[src/rtl/hazard_scoreboard_pkg.sv]
// Shared types and constants for the hazard / forwarding scoreboard.
//   stage_rec_t : per-stage destination record {v, rd, wr, ld}
//   FWD_RF      : forward-select value meaning "use register file"
//   STG_*       : stage indices with fixed meaning
// rd is held at RA_MAX bits so the record type can live here while the
// register-address width stays a parameter of the top (RA_W <= RA_MAX).
package hazard_scoreboard_pkg;

  localparam int unsigned RA_MAX    = 8;
  localparam int unsigned FWD_RF    = 0;
  localparam int unsigned STG_IDEX  = 0;
  // Stage whose data-memory access can hold the whole pipeline.
  localparam int unsigned STG_EXMEM = 1;

  typedef struct packed {
    logic              v;
    logic [RA_MAX-1:0] rd;
    logic              wr;
    logic              ld;
  } stage_rec_t;

endpackage

[src/rtl/hazard_scoreboard_hs_match.sv]
// hs_match: combinational nearest-writer search over the stage records.
// Ports:
//   recs    : stage records, index 0 = youngest (ID/EX)
//   src     : source register address (zero-extended to RA_MAX)
//   use_src : source is actually read
//   hit     : some stage in FIRST..DEPTH-1 writes src
//   idx     : lowest matching stage index
//   is_ld   : the winning stage holds a load
// Register 0 never matches.
module hs_match
  import hazard_scoreboard_pkg::*;
#(
  parameter int unsigned DEPTH = 3,
  parameter int unsigned FIRST = 0,
  parameter int unsigned IDX_W = $clog2(DEPTH)
) (
  input  stage_rec_t [DEPTH-1:0] recs,
  input  logic [RA_MAX-1:0]      src,
  input  logic                   use_src,
  output logic                   hit,
  output logic [IDX_W-1:0]       idx,
  output logic                   is_ld
);

  // Walk from oldest to youngest so the lowest matching index is the last write.
  always_comb begin
    hit   = 1'b0;
    idx   = '0;
    is_ld = 1'b0;
    for (int i = int'(DEPTH) - 1; i >= 0; i--) begin
      if (i >= int'(FIRST) && use_src && recs[i].v && recs[i].wr &&
          recs[i].rd != '0 && recs[i].rd == src) begin
        hit   = 1'b1;
        idx   = IDX_W'(i);
        is_ld = recs[i].ld;
      end
    end
  end

endmodule

[src/rtl/hazard_scoreboard.sv]
// hazard_scoreboard: stall / flush / freeze / forwarding control for the
// in-order pipeline. Tracks the destination of every instruction from ID/EX
// (stage 0) to the last stage before register-file write (stage DEPTH-1).
// Ports:
//   clk, rst                  : clock, asynchronous active-high reset
//   id_*                      : decode of the instruction currently in ID
//   mem_ready                 : 0 while a data-memory access is pending
//   pc_write, ifid_write      : 0 = hold PC / IF-ID
//   idex_bubble               : insert a bubble into ID/EX
//   ifid_flush                : clear IF/ID after a redirect
//   freeze                    : hold every pipeline register
//   fwd_a, fwd_b              : EX operand source, 0 = regfile, k = stage k
//   stall_cnt, freeze_cnt     : saturating event counters, present only when
//                               HAZARD_PERF_CNT_EN is defined
module hazard_scoreboard
  import hazard_scoreboard_pkg::*;
#(
  parameter int unsigned DEPTH      = 3,
  parameter int unsigned LOAD_STAGE = 2,
  parameter int unsigned BR_WAIT    = 2,
  parameter int unsigned RA_W       = 5,
  parameter int unsigned FWD_W      = $clog2(DEPTH)
) (
  input  logic             clk,
  input  logic             rst,
  input  logic             id_valid,
  input  logic [RA_W-1:0]  id_rs,
  input  logic [RA_W-1:0]  id_rt,
  input  logic             id_use_rs,
  input  logic             id_use_rt,
  input  logic [RA_W-1:0]  id_rd,
  input  logic             id_reg_wr,
  input  logic             id_mem_rd,
  input  logic             id_is_branch,
  input  logic             id_jump,
  input  logic             id_br_taken,
  input  logic             mem_ready,
  output logic             pc_write,
  output logic             ifid_write,
  output logic             idex_bubble,
  output logic             ifid_flush,
  output logic             freeze,
  output logic [FWD_W-1:0] fwd_a,
  output logic [FWD_W-1:0] fwd_b
`ifdef HAZARD_PERF_CNT_EN
  ,
  output logic [31:0]      stall_cnt,
  output logic [31:0]      freeze_cnt
`endif
);

  stage_rec_t [DEPTH-1:0] recs_q, recs_d;
  logic [RA_W-1:0] ex_rs_q, ex_rs_d, ex_rt_q, ex_rt_d;
  logic            ex_use_rs_q, ex_use_rs_d, ex_use_rt_q, ex_use_rt_d;

  logic             id_a_hit, id_b_hit, id_a_ld, id_b_ld;
  logic             ex_a_hit, ex_b_hit, ex_a_ld, ex_b_ld;
  logic [FWD_W-1:0] id_a_idx, id_b_idx, ex_a_idx, ex_b_idx;

  hs_match #(.DEPTH(DEPTH), .FIRST(0), .IDX_W(FWD_W)) u_match_id_rs (
    .recs(recs_q), .src(RA_MAX'(id_rs)), .use_src(id_use_rs),
    .hit(id_a_hit), .idx(id_a_idx), .is_ld(id_a_ld)
  );
  hs_match #(.DEPTH(DEPTH), .FIRST(0), .IDX_W(FWD_W)) u_match_id_rt (
    .recs(recs_q), .src(RA_MAX'(id_rt)), .use_src(id_use_rt),
    .hit(id_b_hit), .idx(id_b_idx), .is_ld(id_b_ld)
  );
  // The EX consumer sits in stage 0 itself, so its producers start at stage 1.
  hs_match #(.DEPTH(DEPTH), .FIRST(1), .IDX_W(FWD_W)) u_match_ex_rs (
    .recs(recs_q), .src(RA_MAX'(ex_rs_q)), .use_src(ex_use_rs_q),
    .hit(ex_a_hit), .idx(ex_a_idx), .is_ld(ex_a_ld)
  );
  hs_match #(.DEPTH(DEPTH), .FIRST(1), .IDX_W(FWD_W)) u_match_ex_rt (
    .recs(recs_q), .src(RA_MAX'(ex_rt_q)), .use_src(ex_use_rt_q),
    .hit(ex_b_hit), .idx(ex_b_idx), .is_ld(ex_b_ld)
  );

  // A load at stage k is still short of data next cycle if k+1 < LOAD_STAGE.
  logic lu_a, lu_b, br_a, br_b, stall_raw, mem_freeze, br_redirect;

  assign lu_a = id_a_hit && id_a_ld && (32'(id_a_idx) + 32'd1 < LOAD_STAGE);
  assign lu_b = id_b_hit && id_b_ld && (32'(id_b_idx) + 32'd1 < LOAD_STAGE);
  assign br_a = id_is_branch && id_a_hit && (32'(id_a_idx) < BR_WAIT);
  assign br_b = id_is_branch && id_b_hit && (32'(id_b_idx) < BR_WAIT);

  assign stall_raw   = id_valid && (lu_a || lu_b || br_a || br_b);
  assign mem_freeze  = !mem_ready && recs_q[STG_EXMEM].v && recs_q[STG_EXMEM].ld;
  assign br_redirect = (id_br_taken && id_is_branch) || id_jump;

  // Outputs: freeze > stall > flush; rst forces reset values immediately.
  always_comb begin
    pc_write    = 1'b1;
    ifid_write  = 1'b1;
    idex_bubble = 1'b0;
    ifid_flush  = 1'b0;
    freeze      = 1'b0;
    fwd_a       = FWD_W'(FWD_RF);
    fwd_b       = FWD_W'(FWD_RF);
    if (!rst) begin
      if (mem_freeze) begin
        freeze     = 1'b1;
        pc_write   = 1'b0;
        ifid_write = 1'b0;
      end else if (stall_raw) begin
        pc_write    = 1'b0;
        ifid_write  = 1'b0;
        idex_bubble = 1'b1;
      end else if (br_redirect) begin
        ifid_flush = 1'b1;
      end
      // A load whose data is not yet available is never a forwarding source.
      if (ex_a_hit && !(ex_a_ld && 32'(ex_a_idx) < LOAD_STAGE)) fwd_a = ex_a_idx;
      if (ex_b_hit && !(ex_b_ld && 32'(ex_b_idx) < LOAD_STAGE)) fwd_b = ex_b_idx;
    end
  end

  always_comb begin
    recs_d      = recs_q;
    ex_rs_d     = ex_rs_q;
    ex_rt_d     = ex_rt_q;
    ex_use_rs_d = ex_use_rs_q;
    ex_use_rt_d = ex_use_rt_q;
    if (!mem_freeze) begin
      for (int k = int'(DEPTH) - 1; k > 0; k--) begin
        recs_d[k] = recs_q[k-1];
      end
      recs_d[STG_IDEX].v  = id_valid && !stall_raw;
      recs_d[STG_IDEX].rd = RA_MAX'(id_rd);
      recs_d[STG_IDEX].wr = id_reg_wr;
      recs_d[STG_IDEX].ld = id_mem_rd;
      ex_rs_d     = id_rs;
      ex_rt_d     = id_rt;
      // Bubbles carry no live sources, so they never request forwarding.
      ex_use_rs_d = id_use_rs && id_valid && !stall_raw;
      ex_use_rt_d = id_use_rt && id_valid && !stall_raw;
    end
  end

  always_ff @(posedge clk or posedge rst) begin
    if (rst) begin
      recs_q      <= '0;
      ex_rs_q     <= '0;
      ex_rt_q     <= '0;
      ex_use_rs_q <= 1'b0;
      ex_use_rt_q <= 1'b0;
    end else begin
      recs_q      <= recs_d;
      ex_rs_q     <= ex_rs_d;
      ex_rt_q     <= ex_rt_d;
      ex_use_rs_q <= ex_use_rs_d;
      ex_use_rt_q <= ex_use_rt_d;
    end
  end

`ifdef HAZARD_PERF_CNT_EN
  logic [31:0] stall_cnt_q, freeze_cnt_q;

  always_ff @(posedge clk or posedge rst) begin
    if (rst) begin
      stall_cnt_q  <= '0;
      freeze_cnt_q <= '0;
    end else begin
      if (stall_raw && !mem_freeze && stall_cnt_q != '1) stall_cnt_q <= stall_cnt_q + 32'd1;
      if (mem_freeze && freeze_cnt_q != '1) freeze_cnt_q <= freeze_cnt_q + 32'd1;
    end
  end

  assign stall_cnt  = stall_cnt_q;
  assign freeze_cnt = freeze_cnt_q;
`endif

endmodule

[config.mk]
export PLATFORM = sky130hd
export DESIGN_NAME = hazard_scoreboard
export DESIGN_NICKNAME = d
export VERILOG_FILES = /design/src/rtl/hazard_scoreboard_pkg.sv /design/src/rtl/hazard_scoreboard_hs_match.sv /design/src/rtl/hazard_scoreboard.sv
export SDC_FILE = /design/constraint.sdc
export NUM_CORES = 1
export LEC_CHECK = 0
export ABC_CLOCK_PERIOD_IN_PS = 5000
export CAP_MARGIN = 20
export CORE_ASPECT_RATIO = 0.5
export CORE_MARGIN = 10
export CORE_UTILIZATION = 43
export DETAILED_ROUTE_END_ITERATION = 10
export PLACE_DENSITY = 0.67
export SLEW_MARGIN = 0
export SYNTH_ARGS = -nofsm -noshare
export SYNTH_HDL_FRONTEND = slang
export SYNTH_SLANG_ARGS = --single-unit
[constraint.sdc]
create_clock -name clk -period 5 [get_ports clk]
set_input_delay 1 -clock clk [delete_from_list [all_inputs] [get_ports clk]]
set_output_delay 1 -clock clk [all_outputs]
set_load 0.02 [all_outputs]
==> summary.txt, run 1 <==
Min path
  • Hold WC Path Type: reg2reg
  • Worst Hold Depth: 2
  • Beginning of the worst hold path: recs_q[23]
  • Endpoint of the worst hold path: recs_q[23]

Logic synthesis
  • Xor and xnor fraction of the mapped netlist area: between 15 and 20%
  • Largest family of logic cells by synthesized area: simple AND/OR/NAND/NOR gates
  • Combined area of all synthesized cells: just under 0.002 mm^2
  • Sequential element share of the synthesized area: between 40 and 50%
  • Fraction of the mapped netlist area in compound gates: 5.45%
  • Avg Inst Size Synth: ~8.6 um^2
  • Total of warnings raised by yosys: 0
  • Distinct cells, synth: 33
  • Main synth FF type: dfrtp_1
  • Leading post-synthesis cells by cell area: dfrtp_1 44%, nand2_1 18%, xnor2_1 11%
  • Synth Instances: about 230
  • Post-Synth Simple-Gate Area: between 20 and 30%
  • Cell type with the highest aggregate area in the netlist: dfrtp_1
  • Post-synthesis mux area share: 0%
  • Mapped Nets: around 260
  • Most used standard cell by instance count after synthesis: nand2_1
  • Top cells by instance count after synthesis: 97 x nand2_1, 35 x dfrtp_1, 24 x xnor2_1
  • Post-synth EDFFs: 0
  • Post-synthesis sequential element count: 35
  • Post-synthesis async set-or-reset flop share: 100%
  • Share of synthesized cell area in full adder, half adder and majority cells: 0%
  • Proportion of netlist area held by the largest area contributor: ~44%

Run status
  • Run status: finished clean

Placed design
  • Worst slack after detailed placement: around 0.76 ns
  • Dpl cell area: around 0.0023 mm^2
  • Hpwl dp: about 3.8 mm
  • Port Buf Inserts: 34
  • Placer congestion estimate: around 0.88

Setup path
  • Setup crit start kind: input pin
  • Slowest stage delay, CP: a little over 0.6 ns
  • Family with the most delay on the worst path: buffers and inverters
  • Depth of the worst register-to-register path: 6
  • Cell with the most instances on the worst path: clkdlybuf4s50_1
  • Crit Reg-Reg Startpoint: recs_q[13]
  • Crit path max-delay cell type: clkdlybuf4s50_1
  • Buffering stage count on the worst path with inverters included: 2
  • Register-to-register path setup slack: 3.25 ns
  • End of the worst register-to-register path: recs_q[10]
  • Critical path data arrival time: 3.26 ns
  • Worst setup path category: in2out
  • Crit path max fanout: 3
  • Required time of the critical path: approximately 4 ns
  • Critical path cell sequence: clkdlybuf4s50_1, xnor2_1, nand4_1, o22ai_1, nand4_2, a21oi_2, and3_1, clkdlybuf4s50_1
  • CP Capture Type: output port

Clocking
  • Deepest clock path buffer count: 2
  • Clock tree root driver cell: clkbuf_8
  • Clock-pin transition on the worst setup and hold timing paths: 0.07 ns
  • H-tree depth: 2
  • Number of gates resized after cts: 0
  • Total clock buffers created by CTS: 5
  • Clock tree from TritonCTS: built
  • Post-CTS Repair Setup Buffers: 0
  • TritonCTS Sinks: 35
  • Clock latency at the later pin of the worst-skew pair: between 0.2 and 0.3 ns
  • Hold buffer count at cts: 0

Power
  • Net Switching: ~0.27 mW
  • Cell internal pwr: between 0.5 and 0.6 mW
  • Clock group share of total power: between 20 and 30%
  • Flop pwr share: 47.1%
  • Power density relative to cell area: 347 mW/mm^2
  • Sw Ratio: 31.9%
  • Portion of total power attributed to combinational logic: 23.8%
  • Leakage dissipation: approximately 1.1 nW
  • Worst VDD drop: ~0.00020 V

GRT
  • Vias in the first global route: around 1,600
  • Number of antenna violations at the first check in global routing: 0
  • Pin count of the biggest net entering global routing: 33
  • Global-route wire length before repair: just over 8 mm
  • GRT Residual Overflow: 0
  • GRT Resource Usage Total: between 10% and 20%

Floorplanning
  • Die Wd: approximately 120 um
  • Die Footprint: 0.00787 mm^2
  • Area of the core: 0.00442 mm^2
  • Number of placed I/O pins: 35
  • Starting utilization of the core area: between 40% and 50%
  • Number of placement rows: 17
  • Height of the die: between 60 and 70 um

Detailed routing
  • Per-cell routed wire length: 15.5 um
  • First-pass iteration count of the detailed router: 4
  • Remaining number of nets flagged by the antenna check after routing: 0
  • DR vias: roughly 1,600
  • Number of vias per cell after detailed routing: just over 5
  • DRC violation total after the first TritonRoute iteration: between 70 and 80
  • DRC violations left: 0
  • Aggregate routed wire length: about 5 mm

Timing
  • Worst-case headroom to the max-slew limit: a little over half
  • Final period util: between 80% and 90%
  • Final Hold Vio Count: 0
  • Setup repair after global routing missed its margin: false
  • Pins over their slew limit: 0
  • Final setup fails: 0
  • Minimum clock period: 4.26 ns
  • Worst hold-check slack: 0.480 ns
  • Slew @ Worst Pin: slightly below 0.7 ns
  • Clock Skew: around 0.0081 ns
  • Setup tns final: 0 ns
  • Max Freq: 235 MHz
  • Worst Slack Setup Final: ~0.74 ns

Cells and area
  • Fraction of layout cells with a size suffix above 1: under 10%
  • Layout Nets: 289
  • Utilization after layout: 55.4%
  • Area Overhead vs Synth: 24.1%
  • Design Area, Final: around 0.0025 mm^2
  • Number of diodes added for antenna fixing: 0

Flow run
  • # Max-Cap Violations: 0
[logic make-up (layout without fill, tap and decap cells)]
| family | count (synthesis) | after routing |
|---|---|---|
| AOI/OAI and AO/OA | 15 | 15 |
| xor gates and xnor gates | 40 | 40 |
| buffers and inverters | 14 | 46 |
| DFF | 35 | 35 |
| and+or+nand+nor | 127 | 127 |
[sequential cells by signal (all words and copies together) (netlist names)]
signal       flops
recs_q          23
ex_rs_q          5
ex_rt_q          5
ex_use_rs_q      1
ex_use_rt_q      1
[worst register-to-register path, stage by stage, from the launching register on]
cell and delay (ns):
dfrtp_1 0.58, xnor2_1 0.17, nand4_1 0.12, o22ai_1 0.26, nand2_1 0.08, a21oi_1 0.29, o21ai_1 0.13
[routing by layer]
layer / vias up / routed length [um] / GRT usage, %
li1: 812 / - / -
met1: 776 / 2380 / 18.3
met2: 44 / 2210 / 20.0
met3: 10 / 288 / 3.66
met4: 0 / 87 / 5.57
met5: - / 0 / 0
[final cells by class]
| cell class | count | area, um^2 |
|---|---|---|
| fill | 404 | 1970 |
| multi-input combinational | 182 | 1030 |
| sequential | 35 | 876 |
| timing repair buffer | 37 | 363 |
| clock buffer | 6 | 72.6 |
| tap | 57 | 71.3 |
| clock inverter | 1 | 30.0 |
| inverter | 2 | 7.51 |
[per-stage QoR]
stage	instances	power, mW
2_1_floorplan	231	0.540
3_3_place_gp	313	0.603
3_5_place_dp	313	0.610
4_1_cts	320	0.857
5_1_grt	320	0.902
6_report	320	0.851
[power by group through the flow]
| stage | Clock (mW) | Combinational [mW] | Sequential [mW] |
|---|---|---|---|
| after CTS | 0.252 | 0.204 | 0.401 |
| after global routing | 0.266 | 0.227 | 0.410 |
| after global placement | 0 | 0.197 | 0.406 |
| after floorplan | 0 | 0.171 | 0.369 |
| after detailed placement | 0 | 0.203 | 0.407 |
| final | 0.248 | 0.202 | 0.401 |
[how the worst max path moves through the flow]
stage / end / start / depth (start not counted)
4_1_cts: idex_bubble / id_rt[3] / 8
6_report: idex_bubble / id_rt[3] / 8
2_1_floorplan: fwd_a[1] / rst / 3
3_3_place_gp: idex_bubble / id_rt[1] / 8
5_1_grt: idex_bubble / id_rt[3] / 8
3_5_place_dp: idex_bubble / id_rt[3] / 8
[cells in the final DEF, fill, tap and decap left out, types with 3 or more instances in the layout]
cell,instances
clkbuf_8,5
xnor2_1,24
nand4_1,6
xor2_1,16
nor4_1,4
a21oi_1,3
buf_4,3
dfrtp_1,35
o21ai_1,4
nand2_1,97
nand3_1,4
clkdlybuf4s50_1,34
Power figures use the tool's default switching activity.
==> inputs of run 2 (changes only) <==
CAP_MARGIN = unset   (was 20)
SETUP_SLACK_MARGIN = 0.05   (was unset)
==> results of run 2 <==
No change in the layout: final DEF, timing and power equal those of run 1.
